<file path="config.mk">
export PLATFORM = sky130hd
export DESIGN_NAME = gadget_drop_ctrl
export DESIGN_NICKNAME = d
export VERILOG_FILES = /design/src/rtl/gadget_drop_ctrl.sv
export SDC_FILE = /design/constraint.sdc
export NUM_CORES = 1
export LEC_CHECK = 0
export CORE_ASPECT_RATIO = 0.5
export CORE_MARGIN = 2
export CORE_UTILIZATION = 52
export DETAILED_ROUTE_END_ITERATION = 8
export HOLD_SLACK_MARGIN = 0.12
export PLACE_DENSITY = 0.83
export SLEW_MARGIN = 20
export SYNTH_ARGS = -nofsm -noshare
export SYNTH_HDL_FRONTEND = slang
export SYNTH_SLANG_ARGS = --single-unit
</file>
<file path="constraint.sdc">
create_clock -name clk -period 7.71 [get_ports clk]
set_clock_uncertainty 0.05 [all_clocks]
set_input_delay 1.542 -clock clk [delete_from_list [all_inputs] [get_ports clk]]
set_output_delay 1.542 -clock clk [all_outputs]
set_load 0.05 [all_outputs]
</file>
<file path="src/rtl/gadget_drop_ctrl.sv">
// Falling gadget capsule controller: holds capsules, advances them once per frame and detects platform catches.
// Optional macro GADGET_MISS_CNT_EN adds o_miss_cnt, a saturating count of capsules lost at the bottom.

`ifndef PIXELX_BIT_CNT
`define PIXELX_BIT_CNT 10
`endif
`ifndef PIXELY_BIT_CNT
`define PIXELY_BIT_CNT 10
`endif
`ifndef GADGET_BIT_CNT
`define GADGET_BIT_CNT 3
`endif
`ifndef PLAT_HF_WIDTH_BIT_CNT
`define PLAT_HF_WIDTH_BIT_CNT 8
`endif

module gadget_drop_ctrl #(
   parameter int unsigned SLOT_NUM      = 4,
   parameter int unsigned FALL_STEP     = 2,
   parameter int unsigned CAP_HALF_W    = 8,
   parameter int unsigned CAP_HALF_H    = 4,
   parameter int unsigned SCREEN_BOTTOM = 480
) (
   input  logic                                     clk,
   input  logic                                     rst,
   input  logic                                     i_game_start,
   input  logic                                     i_cal_frame,
   input  logic                                     i_spawn_valid,
   input  logic [`PIXELX_BIT_CNT-1:0]               i_spawn_x,
   input  logic [`PIXELY_BIT_CNT-1:0]               i_spawn_y,
   input  logic [`GADGET_BIT_CNT-1:0]               i_spawn_effect,
   output logic                                     o_spawn_ready,
   input  logic [`PIXELX_BIT_CNT-1:0]               i_platX,
   input  logic [`PIXELY_BIT_CNT-1:0]               i_platY,
   input  logic [`PLAT_HF_WIDTH_BIT_CNT-1:0]        i_plat_size,
   output logic                                     o_plat_receive_gadget,
   output logic [`GADGET_BIT_CNT-1:0]               o_plat_gadget_effect,
   output logic [SLOT_NUM-1:0]                      o_slot_valid,
   output logic [SLOT_NUM*`PIXELX_BIT_CNT-1:0]      o_slot_x,
   output logic [SLOT_NUM*`PIXELY_BIT_CNT-1:0]      o_slot_y,
   output logic [SLOT_NUM*`GADGET_BIT_CNT-1:0]      o_slot_effect,
   output logic                                     o_busy
`ifdef GADGET_MISS_CNT_EN
   ,
   output logic [7:0]                               o_miss_cnt
`endif
);

   localparam int unsigned XW   = `PIXELX_BIT_CNT;
   localparam int unsigned YW   = `PIXELY_BIT_CNT;
   localparam int unsigned GW   = `GADGET_BIT_CNT;
   localparam int unsigned PW   = `PLAT_HF_WIDTH_BIT_CNT;
   localparam int unsigned IW   = (SLOT_NUM > 1) ? $clog2(SLOT_NUM) : 1;
   localparam int unsigned DW   = ((XW > PW) ? XW : PW) + 2;
   localparam int unsigned YN_W = YW + 2;

   typedef enum logic {S_IDLE, S_SCAN} state_t;

   state_t              state;
   logic [IW-1:0]       idx;
   logic [SLOT_NUM-1:0] slot_valid;
   logic [XW-1:0]       slot_x   [SLOT_NUM];
   logic [YW-1:0]       slot_y   [SLOT_NUM];
   logic [GW-1:0]       slot_eff [SLOT_NUM];

   logic                any_free;
   logic [IW-1:0]       free_idx;
   logic [YN_W-1:0]     cur_yn;
   logic [DW-1:0]       dx;
   logic [DW-1:0]       x_lim;
   logic                hit_y;
   logic                catch_c;
   logic                miss_c;

   // lowest-index free slot
   always_comb begin
      any_free = 1'b0;
      free_idx = '0;
      for (int i = SLOT_NUM - 1; i >= 0; i--) begin
         if (!slot_valid[i]) begin
            any_free = 1'b1;
            free_idx = IW'(i);
         end
      end
   end

   assign o_spawn_ready = (state == S_IDLE) && any_free && !i_game_start;

   // catch / miss evaluation of the slot under scan; lower Y bound rearranged to avoid underflow
   always_comb begin
      cur_yn  = YN_W'(slot_y[idx]) + YN_W'(FALL_STEP);
      dx      = (slot_x[idx] >= i_platX) ? (DW'(slot_x[idx]) - DW'(i_platX))
                                         : (DW'(i_platX) - DW'(slot_x[idx]));
      x_lim   = DW'(i_plat_size) + DW'(CAP_HALF_W);
      hit_y   = ((cur_yn + YN_W'(CAP_HALF_H)) >= YN_W'(i_platY)) &&
                (cur_yn <= (YN_W'(i_platY) + YN_W'(CAP_HALF_H)));
      catch_c = slot_valid[idx] && hit_y && (dx <= x_lim);
      miss_c  = slot_valid[idx] && !catch_c &&
                (cur_yn >= YN_W'(SCREEN_BOTTOM + CAP_HALF_H));
   end

   always_ff @(posedge clk) begin
      if (rst) begin
         state                 <= S_IDLE;
         idx                   <= '0;
         slot_valid            <= '0;
         o_busy                <= 1'b0;
         o_plat_receive_gadget <= 1'b0;
         o_plat_gadget_effect  <= '0;
         for (int i = 0; i < SLOT_NUM; i++) begin
            slot_x[i]   <= '0;
            slot_y[i]   <= '0;
            slot_eff[i] <= '0;
         end
      end else if (i_game_start) begin
         state                 <= S_IDLE;
         idx                   <= '0;
         slot_valid            <= '0;
         o_busy                <= 1'b0;
         o_plat_receive_gadget <= 1'b0;
         for (int i = 0; i < SLOT_NUM; i++) begin
            slot_x[i]   <= '0;
            slot_y[i]   <= '0;
            slot_eff[i] <= '0;
         end
      end else begin
         o_plat_receive_gadget <= 1'b0;
         if (state == S_IDLE) begin
            if (i_spawn_valid && o_spawn_ready) begin
               slot_valid[free_idx] <= 1'b1;
               slot_x[free_idx]     <= i_spawn_x;
               slot_y[free_idx]     <= i_spawn_y;
               slot_eff[free_idx]   <= i_spawn_effect;
            end
            if (i_cal_frame) begin
               state  <= S_SCAN;
               idx    <= '0;
               o_busy <= 1'b1;
            end
         end else begin
            if (catch_c) begin
               slot_valid[idx]       <= 1'b0;
               o_plat_receive_gadget <= 1'b1;
               o_plat_gadget_effect  <= slot_eff[idx];
            end else if (miss_c) begin
               slot_valid[idx] <= 1'b0;
            end else if (slot_valid[idx]) begin
               slot_y[idx] <= YW'(cur_yn);
            end
            if (idx == IW'(SLOT_NUM - 1)) begin
               state  <= S_IDLE;
               idx    <= '0;
               o_busy <= 1'b0;
            end else begin
               idx <= idx + IW'(1);
            end
         end
      end
   end

`ifdef GADGET_MISS_CNT_EN
   // saturating count of capsules lost at the screen bottom
   always_ff @(posedge clk) begin
      if (rst || i_game_start) begin
         o_miss_cnt <= '0;
      end else if ((state == S_SCAN) && miss_c && (o_miss_cnt != 8'hFF)) begin
         o_miss_cnt <= o_miss_cnt + 8'd1;
      end
   end
`endif

   // renderer view, slot 0 in the LSBs
   always_comb begin
      o_slot_valid = slot_valid;
      for (int i = 0; i < SLOT_NUM; i++) begin
         o_slot_x[i*XW +: XW]      = slot_x[i];
         o_slot_y[i*YW +: YW]      = slot_y[i];
         o_slot_effect[i*GW +: GW] = slot_eff[i];
      end
   end

endmodule
</file>
# Yosys cells after proc, flatten, opt, wreduce, memory -nomap -nowiden
# Memory sizes are Yosys's and may differ from the RTL's. A register that Yosys moved wholly into a read port is not among the register bits.
# Index checks and enable logic that the tools add are counted.
[totals] mem_count=3 ff_bits=9 out_inout_bits=102 input_bits=56 ramBits=92
[classes] muxes=74 n_reduce_logical=23 addsub=7 bitwise=17 n_lt_le_gt_ge=9 eq_ne=3
[mem_list] name="slot_x" depth=4 word_bits=10 read_ports=5 rd_clocked_by_memory_dff=1 write_ports=4 line="62" rtl="logic [XW-1:0] slot_x [SLOT_NUM];"
[mem_list] name="slot_y" depth=4 word_bits=10 read_ports=5 rd_clocked_by_memory_dff=1 write_ports=4 line="63" rtl="logic [YW-1:0] slot_y [SLOT_NUM];"
[mem_list] name="slot_eff" depth=4 word_bits=3 read_ports=5 rd_clocked_by_memory_dff=1 write_ports=4 line="64" rtl="logic [GW-1:0] slot_eff [SLOT_NUM];"
[op_table] operator="$mux 10" count=11
[op_table] operator="$mux 1" count=35
[op_table] operator="$mux 2" count=15
[op_table] operator="$reduce_or 10->1" count=3
[op_table] operator="$sub 10x10->11" count=2
[op_table] operator="$mux 4" count=4
[op_table] operator="$mux 3" count=5
[op_table] operator="$add 11x3->12 const B" count=1
[op_table] operator="$ge 12x10->1" count=1
[op_table] operator="$le 12x9->1" count=1
[op_table] operator="$mux 12" count=1
[op_table] operator="$or 1x1->1" count=12
[op_table] operator="$add 10x2->11 const B" count=1
[op_table] operator="$add 10x3->11 const B" count=1
[op_table] operator="$ge 11x9->1 const B" count=1
[op_table] operator="$le 11x11->1" count=1
[op_table] operator="$ge 10x10->1" count=1
[op_table] operator="$logic_and 1x1->1" count=10
[op_table] operator="$add 8x4->9 const B" count=1
[op_table] operator="$lt 2x3->1 const B" count=2
[op_table] operator="$reduce_or 3->1" count=2
[op_table] operator="$and 4x4->4" count=1
[op_table] operator="$demux 1 s2" count=2
[op_table] operator="$ge 2x1->1 const B" count=2
[op_table] operator="other kinds (13)" count=17

# Depth between registers and ports, before layout
# Gate-level depths: netlist of run 1.
[depth] depth_word=17 ltp_mapped=26 depth_no_buf=20

# Least setup slack after synthesis of run 1
# OpenSTA, ideal clock, no wires.
[synth_timing] path_type="reg-to-reg" from="register (tool-made name)" to="memory slot_y[0][0] in the netlist's numbering, enable pin" path_buffers=7 arrival_time_ps=6314 slack_ps=952 stages_incl_launch_ff=26 setup_ps=393 path_cell_list="dfxtp_1 buf_6 buf_1 mux4_2 ha_1 clkbuf_1 and4_1 a41oi_1 and3_1 clkbuf_1 clkbuf_1 mux2i_1 a21oi_1 o21ai_0 xor2_1 ha_1 nand2_1 o21bai_1 a21oi_1 nor4_1 o221ai_1 or3_1 buf_1 o31ai_4 buf_6 o31ai_1"
[synth_lines] element="end: declaration" line="63"

==> results of run 1 <==
-- layout make-up --
class	count	area, um^2
clock buffer	15	299
clock inverter	1	5.00
fill	1025	4250
inverter	54	203
multi-input combinational	501	4030
sequential	106	3040
tap	192	240
timing repair buffer	169	1660
-- cells in the mapped netlist, types with 4 or more instances --
cell type / number / share of area [%]
sky130_fd_sc_hd__nor2_1: 23 / 1.2
sky130_fd_sc_hd__a31oi_1: 7 / 0.59
sky130_fd_sc_hd__buf_1: 5 / 0.25
sky130_fd_sc_hd__nor4_1: 7 / 0.59
sky130_fd_sc_hd__o21bai_1: 7 / 0.71
sky130_fd_sc_hd__a21o_1: 9 / 0.91
sky130_fd_sc_hd__nor3_1: 10 / 0.68
sky130_fd_sc_hd__nand4_1: 9 / 0.76
sky130_fd_sc_hd__xor2_1: 9 / 1.1
sky130_fd_sc_hd__inv_1: 53 / 2.7
sky130_fd_sc_hd__nand2_1: 72 / 3.6
sky130_fd_sc_hd__dfxtp_1: 14 / 3.8
sky130_fd_sc_hd__buf_6: 6 / 0.91
sky130_fd_sc_hd__o41ai_1: 4 / 0.47
sky130_fd_sc_hd__and2_1: 61 / 5.1
sky130_fd_sc_hd__a21oi_1: 28 / 1.9
sky130_fd_sc_hd__mux2i_1: 10 / 1.4
sky130_fd_sc_hd__nand2b_1: 8 / 0.68
sky130_fd_sc_hd__o21ai_2: 17 / 2.0
sky130_fd_sc_hd__nand3_1: 19 / 1.3
sky130_fd_sc_hd__clkbuf_1: 19 / 0.96
sky130_fd_sc_hd__o31ai_1: 21 / 2.1
sky130_fd_sc_hd__and3_1: 6 / 0.51
sky130_fd_sc_hd__ha_1: 57 / 9.6
sky130_fd_sc_hd__edfxtp_1: 92 / 37
sky130_fd_sc_hd__a211oi_1: 4 / 0.41
sky130_fd_sc_hd__o21ai_0: 16 / 1.1
sky130_fd_sc_hd__xnor2_1: 15 / 1.8
sky130_fd_sc_hd__mux4_2: 24 / 7.3
-- flip-flops by register name, indices dropped and copies added, names as in the netlist, named ones only --
| signal | cells |
|---|---|
| state | 1 |
| o_plat_receive_gadget | 1 |
| slot_y | 40 |
| o_plat_gadget_effect | 3 |
| slot_x | 40 |
| o_busy | 1 |
| slot_eff | 12 |
| idx | 2 |
| o_slot_valid | 4 |
-- worst paths after layout --
path / to / cells past startpoint / from / slack (ps)
min reg2reg: o_plat_gadget_effect[2]$_SDFFE_PP0P_ / 2 / o_plat_gadget_effect[2]$_SDFFE_PP0P_ / 420
max: slot_y[1][2]$_SDFFCE_PN0P_ / 20 / i_platX[9] / 520
min: o_plat_gadget_effect[2]$_SDFFE_PP0P_ / 2 / o_plat_gadget_effect[2]$_SDFFE_PP0P_ / 420
max reg2reg: slot_y[1][2]$_SDFFCE_PN0P_ / 19 / flip-flop / 720
-- metal layers --
layer	vias up	wire (um)
li1	2837	-
met3	36	2270
met4	0	395
met1	3038	8990
met5	-	0
met2	369	10100
-- through the flow --
stage	hold WS, ps	setup slack [ps]	total power [mW]	cells
floorplan	435	952	0.954	692
finish	417	516	1.57	1038
CTS	414	593	1.56	1038
detailed placement	405	254	1.11	1022
global route	437	77.4	1.62	1038
global placement	396	444	1.10	1022
-- power by group --
| group | switching [mW] | internal, mW |
|---|---|---|
| sequential | 0.0193 | 0.648 |
| combinational | 0.271 | 0.165 |
| clock | 0.199 | 0.265 |
| total | 0.490 | 1.08 |
-- worst register-to-register path, stage by stage, from the launching register on --
cell	delay [ps]
sky130_fd_sc_hd__dfxtp_1	870
sky130_fd_sc_hd__mux4_2	660
sky130_fd_sc_hd__ha_1	430
sky130_fd_sc_hd__and4_1	270
sky130_fd_sc_hd__a41oi_1	320
sky130_fd_sc_hd__and3_1	520
sky130_fd_sc_hd__mux2_2	390
sky130_fd_sc_hd__a21oi_1	150
sky130_fd_sc_hd__o21ai_0	130
sky130_fd_sc_hd__xor2_1	160
sky130_fd_sc_hd__ha_1	300
sky130_fd_sc_hd__nand2_1	100
sky130_fd_sc_hd__o21bai_1	110
sky130_fd_sc_hd__a21oi_1	90
sky130_fd_sc_hd__nor4_1	460
sky130_fd_sc_hd__o221ai_1	220
sky130_fd_sc_hd__or3_1	480
sky130_fd_sc_hd__o31ai_4	380
sky130_fd_sc_hd__buf_4	460
sky130_fd_sc_hd__o31ai_1	170
-- logic make-up after synthesis --
logic type	after synthesis	synth area share [%]
AO/OA/AOI/OAI	140	13.7
multiplexers	37	9.10
XOR/XNOR	29	4.08
buffers and inverters	85	4.93
AND/OR/NAND/NOR	236	17.0
flip-flops	106	41.0
adder cells (fa/ha/maj)	59	10.2
==> impl.org, run 1 <==
** GRT
- The via count of the first global-routing pass was 6140.
- Met2 usage :: 47.8%
- Total grt overflow :: 0
- The initial antenna violation count was 0.
- Most congested layer reported by global routing :: met2
- The first global-routing pass estimated 33500 um of wire.
- Maximum number of pins on one net before global-route repair :: 29
- In the global route stage, overall resource usage came out at 28.6%.
- Met1 routing resource usage after global routing :: 38.1%
- M3 GR Usage :: 6.62%

** Timing
- The total count of hold-check failures in the final report was 0.
- Worst relative slew slack :: 25.9%
- In the final timing run, aggregate negative setup slack is 0 ps.
- Number of max-slew violations in the final report :: 0
- Post-layout min period :: 7190 ps
- For the pin with the worst max-slew slack, the measured transition is 1110 ps.
- The final critical path takes up 93.3% of the cycle.
- Setup repair after global routing left no endpoint under its margin.
- Setup violations remaining at the end of the flow were counted as 0.
- Highest Clock Rate :: 0.139 GHz

** Finish
- Leaving out fill and tap cells, the most frequent cell in the layout is sky130_fd_sc_hd__clkdlybuf4s50_1.
- The net count of the finished layout is 956.
- The top cell types in the final layout, fill and taps aside, are 157 x sky130_fd_sc_hd__clkdlybuf4s50_1, 92 x sky130_fd_sc_hd__edfxtp_1, 72 x sky130_fd_sc_hd__nand2_1.
- The post-route netlist has 11.0% of its cells at a drive strength greater than 1.
- Area growth syn-to-layout :: 27.9%
- After routing the design area is 9480 um^2.
- Antenna diode instance count :: 0
- Finished Core Util :: 69.0%

** Die
- Die Y-Extent :: 88.4 um
- The die covers 15300 um^2.
- Initial Util :: 54.0%
- During I/O placement, the number of pins put on the boundary was 158.
- Std-Cell Rows :: 30
- DIE WIDTH :: 173 um
- Core box area :: 13700 um^2

** CTS
- CTS saw 106 sinks.
- In this run the clock root is driven by a sky130_fd_sc_hd__clkbuf_16.
- No sink is reached through more buffers than the 2 on the longest clock path.
- CTS H-Tree Depth :: 3
- CTS tree :: built
- Clock latency on the worst-skew pair :: 350 ps
- Post-CTS repair changed the size of 0 cells.
- Clock-pin slew was measured on the worst setup and hold paths at 70 ps.
- Num CTS Buffers :: 9
- Total of hold buffers inserted after clock tree synthesis :: 0
- Number of buffers inserted by post-CTS setup repair :: 0

** Critical path
- Critical Path Start Type :: input pin
- The worst setup path is of the input pin to flip-flop kind.
- Slowest CP cell :: sky130_fd_sc_hd__and3_1
- Of all nets on the critical path, the largest fanout is 28.
- Worst-path cell chain :: clkdlybuf4s50_1, inv_1, ha_1, and4_1, a41oi_1, and3_1, mux2_2, a21oi_1, o21ai_0, xor2_1, ha_1, nand2_1, o21bai_1, a21oi_1, nor4_1, o221ai_1, or3_1, o31ai_4, buf_4, o31ai_1
- The largest single stage delay on the critical path is 520 ps.
- For the worst setup path, the data required time is 7740 ps.
- STA puts the critical path data arrival time at 7220 ps.
- Critical path's top delay family :: simple AND/OR/NAND/NOR gates
- Together, buffers and inverters on the worst path number 3.
- The worst setup path is captured at a flip-flop.

** Placed design
- HPWL Detailed :: 16400 um
- Count of port buffers added during placement :: 157
- At the end of routability-driven placement, the weighted congestion stood at 0.982.
- After detailed placement, the total cell area comes to 9180 um^2.

** Power
- Power per standard cell area :: 165 nW/um^2
- Worst supply voltage drop on vdd :: 0.113 mV
- Summed over all cells, the static leakage comes to 3.67 nW.

** Logic synthesis
- Count of yosys warnings during synthesis :: 0
- Sequential elements use 41.0% of the synthesized area.
- Per-instance average area after synthesis :: 10.7 um^2
- Unique cell type count in the Yosys netlist :: 70
- Counting every net in the synthesized netlist gives 807.
- After synthesis the netlist holds a flip-flop and latch count of 106.
- Fraction of registers with async set/reset :: 0%
- In the synthesized netlist, the number of instances is 692.
- The synthesized design contains 92 enable-type register cells.
- Top FF cell, synth :: sky130_fd_sc_hd__edfxtp_1
- Total standard cell area after synthesis :: 7410 um^2

** Routing
- Antenna violation net count after detailed routing :: 0
- After detailed routing, the number of remaining DRC violations is 0.
- Violation count after the first detailed-routing iteration :: 756
- Via density per instance :: 6.05
- Length of the first detailed-routing pass in iterations :: 6
- Wirelength per Cell :: 21.0 um
- Routed wire length :: 21800 um
- The routed layout has 6280 vias.

** Min path
- Min-delay worst type :: flip-flop to flip-flop

** Job
- The tool flagged a number of max-cap violations equal to 0.

** Status
- The run finished with clean final reports.
(Power assumes the default switching activity.)
==> inputs of run 2 (changes only) <==
- CORE_MARGIN: 2 -> unset
- CORE_UTILIZATION: 52 -> 36
- PLACE_DENSITY: 0.83 -> 0.62
==> impl.org, run 2 (synthesis gave the netlist of run 1 again) <==
** Status
- The flow ran to the end, and the final reports show no timing, DRC or antenna violations.

** GRT
- Antenna violations before repair :: 0
- Vias in the first global route :: 5859
- Summed over all layers, the global routing overflow is 0.
- Maximum number of pins on one net before global-route repair :: 29
- Wire length of the first global-routing pass :: 34500 um
- Global routing used 21.9% of the available tracks across all layers.

** Power
- Power per standard cell area :: 159 nW/um^2
- Worst supply voltage drop on vdd :: 0.0993 mV
- LEAKAGE :: 3.65 nW

** Critical path
- Worst reg-to-reg path cell count :: 19
- In this run the worst path has a maximum fanout of 12.
- Reg-to-reg critical path endpoint :: slot_y[2][4]$_SDFFCE_PN0P_
- Across all register-to-register paths, the minimum setup slack is 1040 ps.
- Endpoint required time on the critical path :: 7760 ps
- The worst setup path is launched from an input pin.
- The critical path is of the input pin to flip-flop type.
- Data arrives at the worst endpoint at 7030 ps.
- Type of element capturing the critical path :: flip-flop

** Finish
- The repair_antennas step left the layout with diodes totalling 0.
- Fill cell instance count of the final layout :: 1862
- The multi-input combinational cells in the finished layout cover a total of 4030 um^2.
- The count of cells in the finished layout, fillers not included, comes to 1112.
- Final #Nets :: 957
- Register cell area after layout :: 3040 um^2
- The area growth from synthesis to layout is 28.7%.
- Commonest non-fill, non-tap cell in the layout :: sky130_fd_sc_hd__clkdlybuf4s50_1
- Fraction of final layout cells sized beyond drive strength 1 :: 11.2%
- Leaving out fill and tap cells, the most frequent cells in the layout are 157 x sky130_fd_sc_hd__clkdlybuf4s50_1, 92 x sky130_fd_sc_hd__edfxtp_1, 72 x sky130_fd_sc_hd__nand2_1.
- The largest registers in the layout are slot_x x40, slot_y x40, slot_eff x12.

** Placed design
- Placed cells :: 1097
- Input and output buffers added on the ports amount to 157.
- Once detailed placement completed, the half-perimeter wirelength came to 17600 um.
- The congestion estimate from routability-driven global placement came to 0.900.

** Die
- 158 I/O pins were placed.
- The initial utilization of the core area, before any placement, comes to 37.4%.
- Std-Cell Rows :: 36
- DIE WIDTH :: 205 um
- The floorplan step defined a die boundary enclosing 21200 um^2.
- Die Y-Extent :: 103 um
- Core box area :: 19800 um^2

** Timing
- Setup violations remaining at the end of the flow were counted as 0.
- Post-layout min period :: 6980 ps
- In the finished design, the share of the clock period the worst path needs comes to 90.6%.
- Across all hold checks on the routed design, the worst slack comes to 418 ps.
- Measured against its own limit, the worst slew margin works out to 35.3%.
- Slew at the pin with the worst max-slew slack :: 947 ps
- Highest Clock Rate :: 0.143 GHz
- Count of final hold-check violations :: 0
- Setup repair after global routing left no endpoint under its margin.
- Setup total negative slack on the finished layout was measured at 0 ps.
- Number of max-slew violations in the final report :: 0

** CTS
- The later pin in the worst-skew pair is clocked with a latency of 350 ps.
- The number of clock buffers added by TritonCTS is 9.
- Counting every sink on the clock net gives 106.
- CTS placed an instance of sky130_fd_sc_hd__clkbuf_16 at the clock tree root.
- Post-CTS repair changed the size of 0 cells.
- Total of hold buffers inserted after clock tree synthesis :: 0
- CTS H-Tree Depth :: 3
- Number of buffers inserted by post-CTS setup repair :: 0
- TritonCTS built the clock tree.
- In this run the deepest clock path goes through 2 buffers.
- After clock tree synthesis, the clock-pin slew on the worst setup and hold paths is 70 ps.

** Routing
- Dividing the detail-routed wire length by the instance count gives 20.5 um.
- For this run, the detailed router's first-pass iteration total came to 5.
- Violation count after the first detailed-routing iteration :: 519
- The detail route stage leaves a number of antenna-violating nets equal to 0.
- Routed via count :: 6109
- Routed wire length :: 22800 um
- Via density per instance :: 5.49
- In the routed design, unresolved DRC markers number 0.

** Min path
- The startpoint identified for the worst hold timing path is o_plat_gadget_effect[2]$_SDFFE_PP0P_.
- Sink of the worst hold path :: o_plat_gadget_effect[2]$_SDFFE_PP0P_
- Min-delay worst type :: flip-flop to flip-flop
- The worst hold path passes through 2 cells.

** Job
- Max-cap viol count :: 0
==> run 2: cell types whose count changed in the layout (fill, tap and decap cells not counted), sizes merged <==
cell,previous run,this run
buf,12,13
clkinv,1,5
clkinvlp,0,1
clkbuf,15,9
==> run 2: layout make-up <==
cell class                 count  area share, %
multi-input combinational    501           42.3
inverter                      54           2.12
timing repair buffer         170           17.5
clock inverter                 6          0.367
sequential                   106           31.9
clock buffer                   9           2.36
tap                          266           3.49
==> run 2: how the worst max path moves through the flow <==
stage	start	endpoint
6_report	i_platX[7]	slot_y[2][4]$_SDFFCE_PN0P_
5_1_grt	i_platX[7]	slot_y[2][2]$_SDFFCE_PN0P_
4_1_cts	i_platX[1]	slot_y[1][2]$_SDFFCE_PN0P_
3_5_place_dp	i_platX[1]	slot_y[2][0]$_SDFFCE_PN0P_
3_3_place_gp	i_platX[9]	slot_y[1][2]$_SDFFCE_PN0P_
2_1_floorplan	flip-flop	slot_y[0][0]$_SDFFCE_PN0P_
==> run 2: metrics by stage <==
step	utilization, %	total power, mW	cell area [um^2]	setup WS (ps)
floorplan	-	0.954	7410	952
global placement	46.8	1.11	9280	672
detailed placement	46.8	1.11	9280	514
CTS	48.2	1.52	9540	853
global route	48.2	1.59	9540	422
finish	48.2	1.52	9540	728
==> run 2: worst max-delay path, stage by stage <==
cell,delay [ps]
sky130_fd_sc_hd__clkdlybuf4s50_1,480
sky130_fd_sc_hd__inv_1,50
sky130_fd_sc_hd__ha_1,450
sky130_fd_sc_hd__and4_1,230
sky130_fd_sc_hd__a41oi_1,350
sky130_fd_sc_hd__and3_1,450
sky130_fd_sc_hd__buf_4,240
sky130_fd_sc_hd__mux2_2,330
sky130_fd_sc_hd__a21oi_1,150
sky130_fd_sc_hd__o21ai_0,120
sky130_fd_sc_hd__xnor2_1,160
sky130_fd_sc_hd__ha_1,310
sky130_fd_sc_hd__nand3_1,90
sky130_fd_sc_hd__o32ai_1,320
sky130_fd_sc_hd__o221ai_1,250
sky130_fd_sc_hd__or3_1,560
sky130_fd_sc_hd__o31ai_4,290
sky130_fd_sc_hd__buf_4,240
sky130_fd_sc_hd__o21bai_1,170
sky130_fd_sc_hd__buf_4,230
==> run 2: report_power, final <==
part	internal, mW	leakage (nW)	total [mW]	switching [mW]
sequential	0.647	1.14	0.667	0.0193
clock	0.215	0.128	0.418	0.203
combinational	0.165	2.38	0.433	0.268
==> run 2: layer usage <==
| metal | track usage, % | up-vias | share of wire, % |
|---|---|---|---|
| met3 | 4.07 | 28 | 6.6 |
| li1 | - | 2852 | - |
| met1 | 30.5 | 2995 | 46 |
| met5 | 0 | - | 0 |
| met2 | 35.8 | 234 | 46 |
| met4 | 5.07 | 0 | 1.4 |
